===== src/rtl/edge_detection_stream.sv =====
// Streaming 3x3 binary edge/cleanup filter: one pixel in per cycle, one result per image pixel.
// Two line buffers plus a 3x3 window; zero padding is generated internally at the right/bottom.
module edge_detection_stream #(
   parameter int IMG_W  = 64,
   parameter int IMG_H  = 64,
   parameter int MIN_NB = 2
) (
   input  logic clk,
   input  logic rst,
   input  logic mode,
   input  logic in_valid,
   output logic in_ready,
   input  logic in_pixel,
   input  logic in_sof,
   output logic out_valid,
   output logic out_pixel,
   output logic out_sof,
   output logic out_eof,
   output logic busy,
   output logic sof_err
);

   localparam int CW = $clog2(IMG_W + 1);
   localparam int RW = $clog2(IMG_H + 1);
   localparam logic [CW-1:0] C_END  = CW'(IMG_W);
   localparam logic [CW-1:0] C_LAST = CW'(IMG_W - 1);
   localparam logic [RW-1:0] R_END  = RW'(IMG_H);
   localparam logic [RW-1:0] R_LAST = RW'(IMG_H - 1);

   typedef enum logic [1:0] {IDLE, RUN, PAD_COL, PAD_ROW} state_t;

   state_t          r_state, w_state_nxt;
   logic [CW-1:0]   r_col;
   logic [RW-1:0]   r_row;
   logic            r_mode;
   logic            r_sof_err;
   logic            w_ready, w_acc, w_step, w_pix, w_latch, w_err_set;

   logic [IMG_W:0]  r_lb1, r_lb2;
   logic            r_top1, r_mid1, r_bot1, r_top2, r_mid2, r_bot2;
   logic            w_top0, w_mid0, w_bot0;
   logic            w_top_ok, w_bot_ok, w_left_ok, w_right_ok;
   logic            n0, n1, n2, n3, n4, n5, n6, n7, n8;
   logic [3:0]      w_cnt;
   logic            w_res;

   logic            r_out_valid_p1, r_out_pixel_p1, r_out_sof_p1, r_out_eof_p1;

   always_comb begin
      w_state_nxt = r_state;
      w_ready     = (r_state == IDLE) || (r_state == RUN);
      w_acc       = in_valid & w_ready;
      w_step      = 1'b0;
      w_pix       = 1'b0;
      w_latch     = 1'b0;
      w_err_set   = 1'b0;
      case (r_state)
         IDLE: begin
            if (w_acc && in_sof) begin
               w_step      = 1'b1;
               w_pix       = in_pixel;
               w_latch     = 1'b1;
               w_state_nxt = RUN;
            end
         end
         RUN: begin
            if (w_acc) begin
               w_step    = 1'b1;
               w_pix     = in_pixel;
               w_err_set = in_sof;
               if (r_col == C_LAST)
                  w_state_nxt = (r_row == R_LAST) ? PAD_ROW : PAD_COL;
            end
         end
         PAD_COL: begin
            w_step      = 1'b1;
            w_state_nxt = RUN;
         end
         PAD_ROW: begin
            w_step = 1'b1;
            if (r_row == R_END && r_col == C_END)
               w_state_nxt = IDLE;
         end
         default: w_state_nxt = IDLE;
      endcase
   end

   always_ff @(posedge clk) begin
      if (rst) begin
         r_state   <= IDLE;
         r_col     <= '0;
         r_row     <= '0;
         r_mode    <= 1'b0;
         r_sof_err <= 1'b0;
      end else begin
         r_state <= w_state_nxt;
         if (w_latch)
            r_mode <= mode;
         if (w_err_set)
            r_sof_err <= 1'b1;
         if (w_step) begin
            if (w_state_nxt == IDLE) begin
               r_col <= '0;
               r_row <= '0;
            end else if (r_col == C_END) begin
               r_col <= '0;
               r_row <= r_row + 1'b1;
            end else begin
               r_col <= r_col + 1'b1;
            end
         end
      end
   end

   // Stage p0: column c of the window comes from the line buffers and the incoming pixel
   assign w_top0 = r_lb2[r_col];
   assign w_mid0 = r_lb1[r_col];
   assign w_bot0 = w_pix;

   always_ff @(posedge clk) begin
      if (w_step) begin
         r_lb2[r_col] <= r_lb1[r_col];
         r_lb1[r_col] <= w_pix;
         r_top2 <= r_top1;
         r_mid2 <= r_mid1;
         r_bot2 <= r_bot1;
         r_top1 <= w_top0;
         r_mid1 <= w_mid0;
         r_bot1 <= w_bot0;
      end
   end

   // Centre is (r-1, c-1); neighbours beyond the image edge are forced to zero.
   assign w_top_ok   = (r_row >= RW'(2));
   assign w_bot_ok   = (r_row != R_END);
   assign w_left_ok  = (r_col >= CW'(2));
   assign w_right_ok = (r_col != C_END);

   assign n0 = r_top2 & w_top_ok & w_left_ok;
   assign n1 = r_top1 & w_top_ok;
   assign n2 = w_top0 & w_top_ok & w_right_ok;
   assign n7 = r_mid2 & w_left_ok;
   assign n8 = r_mid1;
   assign n3 = w_mid0 & w_right_ok;
   assign n6 = r_bot2 & w_bot_ok & w_left_ok;
   assign n5 = r_bot1 & w_bot_ok;
   assign n4 = w_bot0 & w_bot_ok & w_right_ok;

   assign w_cnt = 4'(n0) + 4'(n1) + 4'(n2) + 4'(n3) + 4'(n4) + 4'(n5) + 4'(n6) + 4'(n7);
   assign w_res = r_mode ? (n8 & (w_cnt >= 4'(MIN_NB))) : (n8 & ~(n1 & n3 & n5 & n7));

   // Stage p1: registered result, emitted only for positions with r>=1 and c>=1
   always_ff @(posedge clk) begin
      if (rst) begin
         r_out_valid_p1 <= 1'b0;
         r_out_pixel_p1 <= 1'b0;
         r_out_sof_p1   <= 1'b0;
         r_out_eof_p1   <= 1'b0;
      end else begin
         r_out_valid_p1 <= w_step && (r_row != '0) && (r_col != '0);
         r_out_pixel_p1 <= w_step && (r_row != '0) && (r_col != '0) && w_res;
         r_out_sof_p1   <= w_step && (r_row == RW'(1)) && (r_col == CW'(1));
         r_out_eof_p1   <= w_step && (r_row == R_END) && (r_col == C_END);
      end
   end

   assign in_ready  = w_ready;
   assign busy      = (r_state != IDLE);
   assign sof_err   = r_sof_err;
   assign out_valid = r_out_valid_p1;
   assign out_pixel = r_out_pixel_p1;
   assign out_sof   = r_out_sof_p1;
   assign out_eof   = r_out_eof_p1;

endmodule


===== config.mk =====
export PLATFORM = sky130hd
export DESIGN_NAME = edge_detection_stream
export DESIGN_NICKNAME = d
export VERILOG_FILES = /design/src/rtl/edge_detection_stream.sv
export SDC_FILE = /design/constraint.sdc
export NUM_CORES = 1
export LEC_CHECK = 0
export ABC_AREA = 1
export CAP_MARGIN = 0
export CORE_ASPECT_RATIO = 1.2
export CORE_MARGIN = 3
export CORE_UTILIZATION = 65
export CTS_CLUSTER_DIAMETER = 30
export DETAILED_ROUTE_END_ITERATION = 6
export MAX_ROUTING_LAYER = met4
export PLACE_DENSITY = 0.94
export REMOVE_ABC_BUFFERS = 1
export SYNTH_ARGS = -nofsm -noshare
export SYNTH_HDL_FRONTEND = slang
export SYNTH_SLANG_ARGS = --single-unit

===== constraint.sdc =====
create_clock -name clk -period 7.9 [get_ports clk]
set_input_delay 0.79 -clock clk [delete_from_list [all_inputs] [get_ports clk]]
set_output_delay 0.79 -clock clk [all_outputs]
set_load 0.02 [all_outputs]

; ---- Word-level counts from Yosys, hierarchy flattened
; Index checks and enable logic that the tools add are counted.
[classes]
bitwise = 19
add_sub_neg = 9
n_div = 0
n_shift = 0
n_lt_le_gt_ge = 5
multipliers = 0
mux = 28
n_eq_ne = 11
reduce_logical = 19
[op_table]
columns = op, n
row1 = bitwise mux 65 bit, 2
row2 = two-way mux 7 bit, 4
row3 = AND 1 bit, 18
row4 = adder 4 x 1 -> 4 bit, 4
row5 = adder 7 x 1 -> 7 bit (second input constant), 2
row6 = binary-select mux 1 bit (select 7 bit), 2
row7 = equality test 7 x 1 -> 1 bit (second input constant), 2
row8 = equality test 7 x 6 -> 1 bit (second input constant), 2
row9 = equality test 7 bit (second input constant), 2
row10 = greater-or-equal comparator 7 x 2 -> 1 bit (second input constant), 2
row11 = != test 7 bit (second input constant), 2
row12 = nonzero test 7 bit, 2
row13 = two-way mux 1 bit, 12
row14 = logical AND 1 bit, 10
row15 = less-than comparator 7 x 8 -> 1 bit (second input constant), 1
row16 = two-way mux 2 bit, 4
row17 = one-hot mux 2 bit (4 select lines), 1
row18 = demux 1 bit (select 7 bit), 1
row19 = greater-or-equal comparator 7 x 1 -> 1 bit (second input constant), 1
row20 = adder 3 x 1 -> 4 bit, 1
row21 = equality test 2 bit (second input constant), 2
row22 = greater-or-equal comparator 4 x 2 -> 1 bit (second input constant), 1
row23 = zero test 2 bit, 2
row24 = nonzero test 2 bit, 2
row25 = other kinds (9), 9
[totals]
register_bits = 158
latchBits = 0
memories = 0
romBits = 0
mem_bits_rw = 0
out_inout_bits = 7

; ---- Depth between registers and ports, before layout
[depth]
word_depth = 16
mapped_depth = 27
ltp_nobuf = 26

; ---- Worst setup path after synthesis
; No wires, ideal clock.
[synth_timing]
path_kind = register to register
from = register r_col[0]
to = register r_out_pixel_p1, in the netlist out_pixel
t_arrival_ns = 5.001
path_stages_with_launch = 27
n_path_buf = 2
period_less_slack_ns = 5.112
t_required_ns = 7.789
setup_slack_ns = 2.788
cell_sequence = dfxtp_1 > buf_2 > buf_2 > nand2_1 > nand2_1 > nand2_1 > nand2_1 > nand2_1 > nand2_1 > nand2_1 > nand2_1 > o21ai_0 > nand3_1 > nand2_1 > inv_1 > fa_1 > inv_1 > fa_1 > inv_1 > fa_1 > ha_1 > fa_1 > nor2_1 > nor2_1 > o311a_1 > nand2_1 > inv_1
[synth_via]
word_cells_on_any_way = 31
cone_classes = add/sub (7) / order compare (2) / eq/ne (1) / mux (5) / bitwise (13) / reduce/logical (3)
[synth_rtl]
columns = element, line
row1 = from (decl), 33  ; logic [CW-1:0] r_col;
row2 = from (signal assigned), 109  ; r_col <= r_col + 1'b1;
row3 = binary-select mux 1 bit (select 7 bit) (*), 117  ; assign w_mid0 = r_lb1[r_col];
row4 = two-way mux 1 bit (not written as such) (*), 117
row5 = named net w_mid0, 41  ; logic w_top0, w_mid0, w_bot0;
row6 = AND 1 bit (*), 144  ; assign n3 = w_mid0 & w_right_ok;
row7 = adder 3 x 1 -> 4 bit, 149  ; assign w_cnt = 4'(n0) + 4'(n1) + 4'(n2) + 4'(n3) + 4'(n4) + 4'(n5) + 4'(n6) + 4'(n7);
row8 = adder 4 x 1 -> 4 bit (4 in a row), 149
row9 = greater-or-equal comparator 4 x 2 -> 1 bit, 150  ; assign w_res = r_mode ? (n8 & (w_cnt >= 4'(MIN_NB))) : (n8 & ~(n1 & n3 & n5 & n7));
row10 = AND 1 bit, 150
row11 = two-way mux 1 bit (*), 150
row12 = logical AND 1 bit (*), 161  ; r_out_pixel_p1 <= w_step && (r_row != '0) && (r_col != '0) && w_res;
row13 = to (signal assigned), 161
row14 = to (decl), 47  ; logic r_out_valid_p1, r_out_pixel_p1, r_out_sof_p1, r_out_eof_p1;
; Mark *: on every way through the listed nets, which the timed path passes. The rest lies on a longest branch. The select of a mux whose other input is x is not followed.
; A chain may end at the register's enable or synchronous reset.

; ---- Final worst setup path
[layout_timing]
from = register r_col[1]
to = register r_out_pixel_p1, in the netlist out_pixel
; The elaborated chain is that of the path after synthesis.

==> flow_metrics.py <==
metrics = {
    "logic_synthesis": {
        "synth_top_area_cell": "edfxtp_1",
        "synthTopCellsByArea": "edfxtp_1 56%, nand2_1 15%, dfxtp_1 6.0%, nor2_1 5.1%, inv_1 2.8%",
        "yosysMostFrequentCell": "nand2_1",
        "synth_cell_type_count": 36,
        "syn-cell-area_sq_mm": 0.00730,
        "yosys_warnings": 0,
        "synth-main-ff-cell": "edfxtp_1",
        "async_flop_share": 0,
        "ys_top_cells_by_count": "287 x nand2_1, 136 x edfxtp_1, 100 x nor2_1, 54 x inv_1, 29 x a21oi_1",
        "synthCells": 772,
        "seq_area_frac_synth": 0.620,
        "avgSynthCellArea_sq_um": 9.45,
        "synth_seq_cells": 158,
        "netlist.area_leader.share": 0.560,
        "synth-edff-count": 136,
    },
    "final_layout": {
        "diodes": 0,
        "finalInstanceArea_sq_mm": 0.00811,
        "fill_cells": 640,
        "syn2layout_area_growth_pct": 11.1,
        "multi_input_comb_area_sq_mm": 0.00244,
        "register_area_sq_mm": 0.00452,
        "final_nets": 802,
        "drive_gt1_frac": 0.0730,
    },
    "sta": {
        "timing.final.max_slew_violations": 0,
        "worstMarginPinSlew_ps": 1210,
        "finalWorstSetupSlack_ps": 2170,
        "setup_viol_count_final": 0,
        "final.setup.tns_ps": 0,
        "relSlewSlack": 0.190,
        "holdWs_ps": 461,
        "final-hold-violation-count": 0,
        "min_period_ps": 5730,
        "max_freq_ghz": 0.174,
        "finClkSkew_ps": 7.09,
        "fin_crit_sh": 0.726,
        "grt_setup_unrepaired": "false",
    },
    "clocking": {
        "root_buffer": "clkbuf_16",
        "clk_latency_ps": 430,
        "cts_made_buffers": 17,
        "cts_hold_buf": 0,
        "cts_sinks": 158,
        "clk_pin_slew_ps": 60,
        "postCtsResizedCells": 0,
        "cts_setup_buffers": 0,
        "cts_tree": "built",
        "clock_path_buffers": 2,
        "h-tree-depth": 4,
    },
    "floorplan": {
        "dieArea_sq_mm": 0.0125,
        "num_rows": 41,
        "initial_core_util": 0.681,
        "core_sq_mm": 0.0107,
        "die-width_microns": 103,
        "ios": 13,
        "die_h_microns": 122,
    },
    "worst_setup_path": {
        "crit_arrival_ps": 6070,
        "crit_top_cell": "nand2_1",
        "critPathRequiredTime_ps": 8230,
        "path_max_fanout": 27,
        "path_class": "flip-flop to flip-flop",
        "end_kind": "flip-flop",
        "max_stage_delay_ps": 1130,
        "cp.buffers_inverters": 5,
        "critPathSlowestCell": "dfxtp_1",
        "crit_chain": "inv_2 > nand2_1 > nand2_1 > nand2_1 > nand2_1 > nand2_1 > nand2_1 > o21ai_0 > nand3_2 > nand2_1 > inv_1 > fa_1 > inv_1 > fa_1 > inv_1 > fa_1 > ha_1 > fa_1 > nor2_1 > nor2_1 > o311a_1 > nand2_1 > inv_1",
        "worstSetupStartpointType": "flip-flop",
        "cp_top_family": "adder cells",
    },
    "drt": {
        "drt_pass1_iterations": 6,
        "drt_iter0_markers": 788,
        "wl_per_cell_microns": 19.0,
        "drc": 0,
        "viasPerCell": 6.11,
        "dr_total_vias": 5642,
        "ant_nets": 0,
        "wl_microns": 17500,
    },
    "place": {
        "gp_congestion": 0.940,
        "hpwl_microns": 10800,
        "placed_area_sq_mm": 0.00750,
        "port-buffer-count": 12,
        "place_ws_ps": 2370,
    },
    "pwr": {
        "power.leakage_nw": 3.27,
        "finalPower_mw": 1.85,
        "powerDensity_mw_per_mm2": 229,
        "peakVddDrop_mv": 0.179,
    },
    "outcome": {
        "outcome": "finished, final reports clean",
    },
    "global_routing": {
        "grt_pass1_wl_microns": 27800,
        "grt_max_degree": 68,
        "grt_pass1_vias": 5635,
        "grt_overflow": 0,
        "track_usage": 0.306,
        "antenna_found_initial": 0,
    },
    "run": {
        "cap_violations": 0,
    },
    "hold_path": {
        "hold_class": "flip-flop to flip-flop",
    },
}
-- sequential cells by signal (all words and copies together), names as in the netlist --
| name | flops |
|---|---|
| r_lb1 | 65 |
| r_lb2 | 65 |
| r_col | 7 |
| r_row | 7 |
| r_state | 2 |
| n8 | 1 |
| out_eof | 1 |
| out_pixel | 1 |
| out_sof | 1 |
| out_valid | 1 |
| r_bot1 | 1 |
| r_bot2 | 1 |
| r_mid2 | 1 |
| r_mode | 1 |
| r_top1 | 1 |
| r_top2 | 1 |
| sof_err | 1 |
-- metrics by stage --
stage | cells | utilization
2_1_floorplan | 747 | -
3_3_place_gp | 892 | 0.700
3_5_place_dp | 892 | 0.700
4_1_cts | 924 | 0.756
5_1_grt | 924 | 0.756
6_report | 924 | 0.756
-- logic make-up (layout without fill, tap and decap cells) --
kind of cell               Yosys count  count (layout)  synth area share
buffers and inverters               86             109            0.0470
DFF                                158             158             0.620
xor gates and xnor gates             5               5           0.00600
adders and majority gates           14              14            0.0281
AOI/OAI and AO/OA                   60              60            0.0454
and+or+nand+nor                    449             449             0.254
-- final timing paths --
kind | startpoint | end | slack (ps) | depth (start not counted)
setup / recovery | r_col[1] | out_pixel | 2170 | 23
hold reg to reg | r_top1 | r_top2 | 460 | 0
setup reg to reg | r_col[1] | out_pixel | 2170 | 23
hold / removal | r_top1 | r_top2 | 460 | 0
-- routing by layer --
layer / part of all wire / up-vias / track usage
li1: - / 2553 / -
met1: 0.35 / 2626 / 0.357
met2: 0.51 / 371 / 0.496
met3: 0.094 / 92 / 0.0739
met4: 0.049 / 0 / 0.151
met5: 0 / - / -
-- cell usage in the layout (no fill, tap or decap), drive strengths merged, types with 2 or more instances in the layout --
| cell type | count |
|---|---|
| nand4 | 7 |
| nand2 | 296 |
| clkinv | 7 |
| nand3 | 21 |
| clkinvlp | 2 |
| nor3 | 10 |
| a22oi | 4 |
| edfxtp | 136 |
| o21ai | 21 |
| clkdlybuf4s50 | 12 |
| inv | 64 |
| xor2 | 5 |
| or2 | 2 |
| dfxtp | 22 |
| a21oi | 30 |
| nor2 | 104 |
| nand3b | 6 |
| nor4 | 2 |
| ha | 10 |
| buf | 4 |
| bufinv | 3 |
| clkbuf | 17 |
| fa | 4 |
-- power by group --
group	internal, mW	leakage, nW	switching (mW)
Clock	0.500	0.290	0.342
Sequential	0.916	1.42	0.00262
Combinational	0.0235	1.56	0.0696
-- cell type report --
class                      count  share of cell area
sequential                   158               0.558
multi-input combinational    528               0.300
clock buffer                  17              0.0525
inverter                      61              0.0282
clock inverter                15              0.0225
tap                          129              0.0199
timing repair buffer          16              0.0185
Power figures use the tool's default switching activity.
